`src/rtl/mc_ctrl_pkg.sv`:
```
// Shared encodings for the RV32I multi-cycle sequencer and the immediate unit.
// Also holds the opcode constants, instruction classes and FSM state encoding.
package mc_ctrl_pkg;

   localparam logic [2:0] SEXT_NONE = 3'd0;
   localparam logic [2:0] SEXT_I    = 3'd1;
   localparam logic [2:0] SEXT_S    = 3'd2;
   localparam logic [2:0] SEXT_B    = 3'd3;
   localparam logic [2:0] SEXT_U    = 3'd4;
   localparam logic [2:0] SEXT_J    = 3'd5;

   localparam logic [1:0] WB_ALU  = 2'd0;
   localparam logic [1:0] WB_MEM  = 2'd1;
   localparam logic [1:0] WB_PC4  = 2'd2;
   localparam logic [1:0] WB_IMM  = 2'd3;

   localparam logic [1:0] NPC_PC4  = 2'd0;
   localparam logic [1:0] NPC_BR   = 2'd1;
   localparam logic [1:0] NPC_JAL  = 2'd2;
   localparam logic [1:0] NPC_JALR = 2'd3;

   localparam logic [6:0] OP_R      = 7'b0110011;
   localparam logic [6:0] OP_IALU   = 7'b0010011;
   localparam logic [6:0] OP_LOAD   = 7'b0000011;
   localparam logic [6:0] OP_STORE  = 7'b0100011;
   localparam logic [6:0] OP_BRANCH = 7'b1100011;
   localparam logic [6:0] OP_LUI    = 7'b0110111;
   localparam logic [6:0] OP_AUIPC  = 7'b0010111;
   localparam logic [6:0] OP_JAL    = 7'b1101111;
   localparam logic [6:0] OP_JALR   = 7'b1100111;

   typedef enum logic [3:0] {
      CLS_ILL, CLS_R, CLS_IALU, CLS_LOAD, CLS_STORE,
      CLS_BRANCH, CLS_LUI, CLS_AUIPC, CLS_JAL, CLS_JALR
   } cls_e;

   typedef enum logic [2:0] {
      S_IDLE, S_FETCH, S_DECODE, S_EXEC, S_MEM, S_WB, S_TRAP
   } state_e;

endpackage

```
`src/rtl/mc_ctrl_decode.sv`:
```
// Combinational opcode classifier: instruction class, immediate format,
// operand/write-back/next-PC selects and a legal flag.
module mc_ctrl_decode
   import mc_ctrl_pkg::*;
(
   input  logic [6:0] opcode,
   output cls_e       cls,
   output logic [2:0] sext_op,
   output logic       alu_b_sel,
   output logic [1:0] wb_sel,
   output logic [1:0] npc_sel,
   output logic       legal
);

   always_comb begin
      cls       = CLS_ILL;
      sext_op   = SEXT_NONE;
      alu_b_sel = 1'b0;
      wb_sel    = WB_ALU;
      npc_sel   = NPC_PC4;
      legal     = 1'b1;
      case (opcode)
         OP_R:      cls = CLS_R;
         OP_IALU:   begin cls = CLS_IALU;  sext_op = SEXT_I; alu_b_sel = 1'b1; end
         OP_LOAD:   begin cls = CLS_LOAD;  sext_op = SEXT_I; alu_b_sel = 1'b1; wb_sel = WB_MEM; end
         OP_STORE:  begin cls = CLS_STORE; sext_op = SEXT_S; alu_b_sel = 1'b1; end
         OP_BRANCH: begin cls = CLS_BRANCH; sext_op = SEXT_B; end
         OP_LUI:    begin cls = CLS_LUI;   sext_op = SEXT_U; alu_b_sel = 1'b1; wb_sel = WB_IMM; end
         OP_AUIPC:  begin cls = CLS_AUIPC; sext_op = SEXT_U; alu_b_sel = 1'b1; end
         OP_JAL:    begin cls = CLS_JAL;   sext_op = SEXT_J; wb_sel = WB_PC4; npc_sel = NPC_JAL; end
         OP_JALR:   begin
            cls = CLS_JALR; sext_op = SEXT_I; alu_b_sel = 1'b1;
            wb_sel = WB_PC4; npc_sel = NPC_JALR;
         end
         default:   legal = 1'b0;
      endcase
   end

endmodule

```
`src/rtl/mc_ctrl.sv`:
```
// Multi-cycle RV32I control sequencer with retired-instruction counter.
// Define MC_ILLEGAL_TRAP_EN to trap on unknown opcodes; otherwise they retire as NOPs.
//
// state  | meaning
// IDLE   | post-reset, moves to FETCH next cycle
// FETCH  | imem request held until imem_ack, IR loaded on ack
// DECODE | classify opcode, register immediate format and selects
// EXEC   | branch resolves and retires; others route to MEM or WB
// MEM    | dmem request held until dmem_ack; stores retire on ack
// WB     | register-file write, PC update, retire
// TRAP   | illegal opcode, all strobes low until reset
module mc_ctrl
   import mc_ctrl_pkg::*;
#(
   parameter int INSTRET_W = 32
) (
   input  logic                 clk,
   input  logic                 rst,
   input  logic [6:0]           opcode,
   input  logic                 br_taken,
   input  logic                 imem_ack,
   input  logic                 dmem_ack,
   output logic                 imem_req,
   output logic                 ir_we,
   output logic [2:0]           sext_op,
   output logic                 alu_b_sel,
   output logic [1:0]           wb_sel,
   output logic [1:0]           npc_sel,
   output logic                 pc_we,
   output logic                 rf_we,
   output logic                 dmem_req,
   output logic                 dmem_we,
   output logic                 illegal,
   output logic [INSTRET_W-1:0] instret
);

   state_e     state;
   cls_e       cls_q;
   logic [1:0] npc_q;

   cls_e       dec_cls;
   logic [2:0] dec_sext;
   logic       dec_alu_b;
   logic [1:0] dec_wb;
   logic [1:0] dec_npc;
   logic       dec_legal;
   logic       nop_retire;
   logic       is_branch;
   logic       is_store;

   mc_ctrl_decode u_decode (
      .opcode    (opcode),
      .cls       (dec_cls),
      .sext_op   (dec_sext),
      .alu_b_sel (dec_alu_b),
      .wb_sel    (dec_wb),
      .npc_sel   (dec_npc),
      .legal     (dec_legal)
   );

   assign is_branch = (cls_q == CLS_BRANCH);
   assign is_store  = (cls_q == CLS_STORE);

`ifdef MC_ILLEGAL_TRAP_EN
   assign nop_retire = 1'b0;
`else
   assign nop_retire = (state == S_DECODE) && !dec_legal;
   assign illegal    = 1'b0;
`endif

   // Strobes decode the async-reset state register, so reset drops them at once.
   always_comb begin
      imem_req = (state == S_FETCH);
      ir_we    = imem_req && imem_ack;
      dmem_req = (state == S_MEM);
      dmem_we  = dmem_req && is_store;
      rf_we    = (state == S_WB);
      pc_we    = rf_we
               || ((state == S_EXEC) && is_branch)
               || (dmem_req && dmem_ack && is_store)
               || nop_retire;
      if (nop_retire)
         npc_sel = NPC_PC4;
      else if ((state == S_EXEC) && is_branch)
         npc_sel = br_taken ? NPC_BR : NPC_PC4;
      else
         npc_sel = npc_q;
   end

   always_ff @(posedge clk or posedge rst) begin
      if (rst) begin
         state     <= S_IDLE;
         cls_q     <= CLS_ILL;
         sext_op   <= SEXT_NONE;
         alu_b_sel <= 1'b0;
         wb_sel    <= WB_ALU;
         npc_q     <= NPC_PC4;
         instret   <= '0;
`ifdef MC_ILLEGAL_TRAP_EN
         illegal   <= 1'b0;
`endif
      end else begin
         case (state)
            S_IDLE:   state <= S_FETCH;
            S_FETCH:  if (imem_ack) state <= S_DECODE;
            S_DECODE: begin
               cls_q     <= dec_cls;
               sext_op   <= dec_sext;
               alu_b_sel <= dec_alu_b;
               wb_sel    <= dec_wb;
               npc_q     <= dec_npc;
               if (dec_legal)
                  state <= S_EXEC;
               else begin
`ifdef MC_ILLEGAL_TRAP_EN
                  state   <= S_TRAP;
                  illegal <= 1'b1;
`else
                  state   <= S_FETCH;
`endif
               end
            end
            S_EXEC: begin
               if (is_branch)
                  state <= S_FETCH;
               else if ((cls_q == CLS_LOAD) || is_store)
                  state <= S_MEM;
               else
                  state <= S_WB;
            end
            S_MEM:    if (dmem_ack) state <= is_store ? S_FETCH : S_WB;
            S_WB:     state <= S_FETCH;
            S_TRAP:   state <= S_TRAP;
            default:  state <= S_IDLE;
         endcase
         // Every retire point coincides with a PC update.
         if (pc_we)
            instret <= instret + INSTRET_W'(1);
      end
   end

endmodule

```
`config.mk`:
```
export PLATFORM = sky130hd
export DESIGN_NAME = mc_ctrl
export DESIGN_NICKNAME = d
export VERILOG_FILES = /design/src/rtl/mc_ctrl_pkg.sv /design/src/rtl/mc_ctrl_decode.sv /design/src/rtl/mc_ctrl.sv
export SDC_FILE = /design/constraint.sdc
export NUM_CORES = 1
export LEC_CHECK = 0
export CORE_MARGIN = 1.5
export CORE_UTILIZATION = 45
export DETAILED_ROUTE_END_ITERATION = 8
export GPL_ROUTABILITY_DRIVEN = 0
export PLACE_DENSITY = 0.74
export SLEW_MARGIN = 15
export SYNTH_ARGS = -nofsm -noshare
export SYNTH_HDL_FRONTEND = slang
export SYNTH_SLANG_ARGS = --single-unit
```
`constraint.sdc`:
```
create_clock -name clk -period 4.98 [get_ports clk]
set_clock_uncertainty 0.2 [all_clocks]
set_input_delay 0.996 -clock clk [delete_from_list [all_inputs] [get_ports clk]]
set_output_delay 0.996 -clock clk [all_outputs]
set_load 0.02 [all_outputs]
```
# Word-level counts from Yosys, hierarchy flattened
# Cells that the tools add are included.
[classes] n_reduce_logical=19 n_mux=16 n_eq_ne=20 add_sub_neg=1
[ops] cell="$pmux W4 S9" count=1
[ops] cell="$add A32 B1 Y32 const B" count=1
[ops] cell="$eq A7 B6 Y1 const B" count=3
[ops] cell="$eq A7 B7 Y1 const B" count=3
[ops] cell="$pmux W3 S6" count=1
[ops] cell="$pmux W3 S5" count=1
[ops] cell="$eq A7 B5 Y1 const B" count=2
[ops] cell="$mux W3" count=4
[ops] cell="$eq A3 B3 Y1 const B" count=3
[ops] cell="$reduce_or A9 Y1" count=1
[ops] cell="$eq A4 B3 Y1 const B" count=2
[ops] cell="$eq A7 B2 Y1 const B" count=1
[ops] cell="$eq A3 B2 Y1 const B" count=2
[ops] cell="$logic_and A1 B1 Y1" count=6
[ops] cell="$mux W2" count=3
[ops] cell="$pmux W2 S3" count=1
[ops] cell="$reduce_or A2 Y1" count=3
[ops] cell="$reduce_or A6 Y1" count=1
[ops] cell="$eq A4 B2 Y1 const B" count=1
[ops] cell="$logic_or A1 B1 Y1" count=4
[ops] cell="$mux W1" count=4
[ops] cell="$ne A2 B2 Y1 const B" count=2
[ops] cell="$pmux W2 S2" count=1
[ops] cell="$eq A3 B1 Y1 const B" count=1
[ops] cell="other kinds (4)" count=4
[totals] ff_bits=47 output_inout_bits=47 input_bits=12 wordCells=63

# Logic depth before layout (Yosys ltp)
# Gate-level depths: netlist of the first run.
[depth] ltp_word=6 mapped_depth=8 depth_no_buf=6

# Cells and area by module
# Synthesis of the first run repeated with hierarchy kept, for this count alone.
[unflattened] hier_cells=257 area_unflattened_um2=2601.2
[modules_own_cells] module="mc_ctrl" seq_area_each_um2=1176.1 n_inst=1 cells_each=214 area_each_um2=2339.7
[modules_own_cells] module="mc_ctrl_decode" seq_area_each_um2=0.0 n_inst=1 cells_each=43 area_each_um2=261.5

# Worst setup path before layout of the first run
# OpenSTA, ideal clock, no wires.
[synth_path] kind="in2out" startpoint="input port opcode[5]" endpoint="output port npc_sel[1]" path_stages=5 setup_slack_ns=1.729 arrival_time_ns=2.055 required_time_ns=3.784 cell_sequence="buf_2 > nor2b_1 > a32oi_4 > o211ai_4 > and3b_2"
[synth_via] elab_chain_len=6 word_cells_on_any_way=14 classes_between="eq/ne: 9; mux: 2; reduce/logical: 3"
[synth_lines] item="start: declaration" line_no="mc_ctrl.sv:19" source="input logic [6:0] opcode,"
[synth_lines] item="$eq A7 B6 Y1, or another cell as far along" line_no="mc_ctrl_decode.sv:22" source="case (opcode)"
[synth_lines] item="$reduce_or A9 Y1 (no line) (*)"
[synth_lines] item="$mux W1 (*)" line_no="mc_ctrl_decode.sv:22"
[synth_lines] item="$logic_not A1 Y1 (*)" line_no="mc_ctrl.sv:67" source="assign nop_retire = (state == S_DECODE) && !dec_legal;"
[synth_lines] item="$logic_and A1 B1 Y1 (*)" line_no="mc_ctrl.sv:67"
[synth_lines] item="$mux W2 (*)" line_no="mc_ctrl.sv:82" source="if (nop_retire)"
[synth_lines] item="end: declaration" line_no="mc_ctrl.sv:28" source="output logic [1:0] npc_sel,"
# Every way passes the cells marked *; elsewhere a longest branch is shown, timed or not.

# Worst setup path after layout of the first run
[layout_path] startpoint="input port opcode[2]" endpoint="output port npc_sel[1]"
# Same word-level chain as after synthesis.

==> results_tabular.tex, run 1 <==
\begin{tabular}{lr}
\hline
Metric & Value \\
\hline
\multicolumn{2}{l}{\textbf{Synthesis}} \\
Synthesized instance count & around 240 \\
Fraction of registers with async set/reset & 1.00 \\
Netlist Area Pre-Place & 0.00245 mm\^{}2 \\
Post-synthesis sequential element count & 47 \\
Area share of the leading cell type in the synthesized netlist & 0.481 \\
Share of the yosys chip area belonging to registers & 0.481 \\
Dominant synthesized flop cell & sky130\_fd\_sc\_hd\_\_dfrtp\_1 \\
Distinct cell type count after synthesis & 48 \\
Number of warnings reported in the yosys synthesis log & 0 \\
Cell types occupying the most area after synthesis & sky130\_fd\_sc\_hd\_\_dfrtp\_1 48\%, sky130\_fd\_sc\_hd\_\_xnor2\_1 9.0\%, sky130\_fd\_sc\_hd\_\_nand2\_1 4.0\% \\
Synthesized Nets & 248 \\
Number of enable-type register cells in the synthesized netlist & 0 \\
Mean Syn Cell Area & 10.4 um\^{}2 \\
Cell type contributing the most total cell area after synthesis & sky130\_fd\_sc\_hd\_\_dfrtp\_1 \\
\multicolumn{2}{l}{\textbf{Setup path}} \\
Critical Path RT & 3.78 ns \\
Delay of the slowest cell on the worst path & 0.68 ns \\
Arrival time reported for the critical path endpoint & 3.26 ns \\
CP cell instances & clkdlybuf4s50\_1 -> nand4b\_1 -> o31a\_2 -> o211ai\_4 -> and3b\_2 -> clkdlybuf4s50\_1 \\
Type of element launching the critical path & input port \\
Slowest library cell on the worst path & sky130\_fd\_sc\_hd\_\_clkdlybuf4s50\_1 \\
Crit end category & output pin \\
Type of the setup path with the least slack & input port to output pin \\
Maximum fanout count along the critical path & 12 \\
CP dominant cell by count & sky130\_fd\_sc\_hd\_\_clkdlybuf4s50\_1 \\
\multicolumn{2}{l}{\textbf{Clock network}} \\
Maximum buffer depth of the clock tree & 2 \\
Insertion delay of the later-clocked pin in the worst-skew pair & 0.30 ns \\
Clock-pin slew of the registers on the worst-case setup and hold paths & approximately 0.10 ns \\
H-tree levels & 2 \\
Clock sink total & 47 \\
Number of buffers added by the clock tree synthesis step & 5 \\
Hold-fix buffers at CTS & 0 \\
Post-CTS repair timing setup buffer count & 0 \\
Number of resized instances in the post-cts repair step & 0 \\
Root Buffer & sky130\_fd\_sc\_hd\_\_clkbuf\_8 \\
TritonCTS clock tree & done \\
\multicolumn{2}{l}{\textbf{Global route}} \\
Number of global-route vias before repair & 1757 \\
Pin count of the biggest net entering global routing & 48 \\
First-pass GRT wire length & 8270 um \\
Number of antenna violations at the first check in global routing & 0 \\
GRT overflow & 0 \\
Overall fraction of global-route tracks in use & 0.175 \\
\multicolumn{2}{l}{\textbf{Place}} \\
Detailed-placement wirelength estimate & roughly 3600 um \\
Number of input and output port buffers inserted & 57 \\
Placement Cell Area & 0.00305 mm\^{}2 \\
\multicolumn{2}{l}{\textbf{Detailed routing}} \\
Length of the first detailed-routing pass in iterations & 4 \\
Count of antenna-violating nets left after detailed routing & 0 \\
Via count & 1900 \\
Routed via count divided by cell count & 5.25 \\
DRC violations left & 0 \\
Avg WL per Cell & 13.8 um \\
1st-iter DRT viols & 76 \\
Total wirelength of the detailed-routed design & 5000 um \\
\multicolumn{2}{l}{\textbf{Pwr}} \\
Leakage power of the design & 0.00132 uW \\
Power density over the cells & 388 mW/mm\^{}2 \\
Largest vdd supply drop & 0.000292 V \\
\multicolumn{2}{l}{\textbf{Status}} \\
Outcome & completed \\
\multicolumn{2}{l}{\textbf{Layout}} \\
Antenna diodes & 0 \\
Final nets & 304 \\
Non-Filler Cell Area, Final & between 0.003 and 0.004 mm\^{}2 \\
Area growth from synthesis to final layout & 29.3\% \\
Fraction of layout cells with a size suffix above 1 & 0.0890 \\
\multicolumn{2}{l}{\textbf{Timing}} \\
Slew @ Worst Pin & 0.953 ns \\
Final setup violation count & 0 \\
Setup TNS & 0 ns \\
Slew margin rel. & 0.363 \\
Fmax & 0.224 GHz \\
Max Transition Viols Final & 0 \\
RSZ-0062 raised after global routing & false \\
Min Tclk post-route & roughly 4.5 ns \\
Number of hold-slack violations in the final timing report & 0 \\
Tcrit/Tclk final & 0.895 \\
\multicolumn{2}{l}{\textbf{Floorplanning}} \\
Floorplan die height & 76.7 um \\
Initial Utilization & 0.473 \\
Number of top-level pins & 59 \\
Standard-cell rows & 26 \\
Die Footprint & 0.00589 mm\^{}2 \\
Floorplan Core Area & 0.00517 mm\^{}2 \\
Die width & 76.7 um \\
\multicolumn{2}{l}{\textbf{Run}} \\
Number of max-capacitance violations reported & 0 \\
\multicolumn{2}{l}{\textbf{Min path}} \\
Class of the tightest hold or removal check & flop to flop \\
\hline
\end{tabular}
[layer usage]
metal	GRT usage	vias to the layer above	wire length (um)
met5	0	-	0
met3	0.0393	6	239
met1	0.257	903	2480
met4	0.0556	0	65
met2	0.256	54	2220
li1	-	937	-
[per-stage QoR]
step | instances | total power [uW] | util | worst slack, ns | hold WS, ns
final | 362 | 1230 | 0.612 | 0.521 | 0.274
after CTS | 362 | 1240 | 0.612 | 0.544 | 0.279
after detailed placement | 354 | 954 | 0.589 | 0.556 | 0.262
after global placement | 354 | 946 | 0.589 | 0.585 | 0.253
after floorplan | 235 | 786 | - | 1.73 | 0.242
after global routing | 362 | 1310 | 0.612 | 0.438 | 0.303
[layout make-up]
type / instances / area [um^2]
Clock inverter: 3 / 46.3
Clock buffer: 5 / 68.8
Timing Repair Buffer: 57 / 571
Tap cell: 70 / 87.6
Inverter: 5 / 18.8
Fill cell: 401 / 2010
Multi-Input combinational cell: 175 / 1190
Sequential cell: 47 / 1180
[cell usage after synthesis (2+ instances only)]
master                     number
sky130_fd_sc_hd__buf_6          2
sky130_fd_sc_hd__a21oi_4        2
sky130_fd_sc_hd__a22o_1         2
sky130_fd_sc_hd__and4_1         2
sky130_fd_sc_hd__and3_1        11
sky130_fd_sc_hd__nand3b_1       4
sky130_fd_sc_hd__nor2_1        13
sky130_fd_sc_hd__a21oi_1        5
sky130_fd_sc_hd__nand4_1        8
sky130_fd_sc_hd__nor2b_1        2
sky130_fd_sc_hd__xnor2_1       25
sky130_fd_sc_hd__xor2_1         6
sky130_fd_sc_hd__nand2b_1       2
sky130_fd_sc_hd__nor3_1         7
sky130_fd_sc_hd__a21o_1         2
sky130_fd_sc_hd__inv_1          5
sky130_fd_sc_hd__dfrtp_1       47
sky130_fd_sc_hd__mux2_2         2
sky130_fd_sc_hd__nand3_1       13
sky130_fd_sc_hd__buf_2          3
sky130_fd_sc_hd__o21ai_0       15
sky130_fd_sc_hd__nand2_1       26
sky130_fd_sc_hd__and2_1         5
sky130_fd_sc_hd__buf_4          2
[flip-flops by register name (all words and copies together), names as in the netlist]
signal and cells:
alu_b_sel 1, state 3, wb_sel 2, cls_q 4, npc_q 2, instret 32
sext_op 3
[where the power goes]
group / switching, uW / internal [uW]
Clock: 133 / 151
Combinational: 226 / 197
Sequential: 75.0 / 445
[cells by family after synthesis]
kind of cell,count (synthesis),synth area share
AND/OR/NAND/NOR,105,0.249
flip-flops,47,0.481
AO/OA/AOI/OAI,35,0.113
XOR/XNOR,31,0.111
buffers and inverters,13,0.0307
multiplexers,2,0.00921
adder cells (fa/ha/maj),1,0.00511
other,1,0.00153
[final timing paths]
check                      cells after the start   startpoint           to  slack (ns)
min                                            1  instret[31]  instret[31]        0.27
max                                            6    opcode[2]   npc_sel[1]        0.52
min in group asynchronous                      2          rst  instret[30]        1.03
max in group asynchronous                      2          rst     cls_q[2]        2.95
min reg2reg                                    1  instret[31]  instret[31]        0.27
max reg2reg                                    6     cls_q[1]  instret[31]        2.71
[layout by cell type (no fill, tap or decap), types with 5 or more instances in the layout]
master                            netlist  routed
sky130_fd_sc_hd__a21oi_1                5       5
sky130_fd_sc_hd__and2_1                 5       5
sky130_fd_sc_hd__and3_1                11      11
sky130_fd_sc_hd__clkbuf_8               0       5
sky130_fd_sc_hd__clkdlybuf4s50_1        0      57
sky130_fd_sc_hd__dfrtp_1               47      47
sky130_fd_sc_hd__nand2_1               26      26
sky130_fd_sc_hd__nand3_1               13      13
sky130_fd_sc_hd__nand4_1                8       8
sky130_fd_sc_hd__nor2_1                13      13
sky130_fd_sc_hd__nor3_1                 7       7
sky130_fd_sc_hd__o21ai_0               15      15
sky130_fd_sc_hd__xnor2_1               25      25
sky130_fd_sc_hd__xor2_1                 6       6
[critical path: cells and delay by family]
family                 cells  cell delay (ns)
buffers and inverters      2             1.30
AOI/OAI and AO/OA          2             0.49
and+or+nand+nor            2             0.48
(Power assumes the default switching activity.)
==> run 2, diff against run 1 <==
--- a/config.mk
+++ b/config.mk
@@ -7,6 +7,7 @@
 export LEC_CHECK = 0
 export CORE_MARGIN = 1.5
 export CORE_UTILIZATION = 45
+export CTS_CLUSTER_SIZE = 28
 export DETAILED_ROUTE_END_ITERATION = 8
 export GPL_ROUTABILITY_DRIVEN = 0
 export PLACE_DENSITY = 0.74
==> results of run 2 <==
Same layout as run 1: the final DEF is identical, and so are final timing and power.
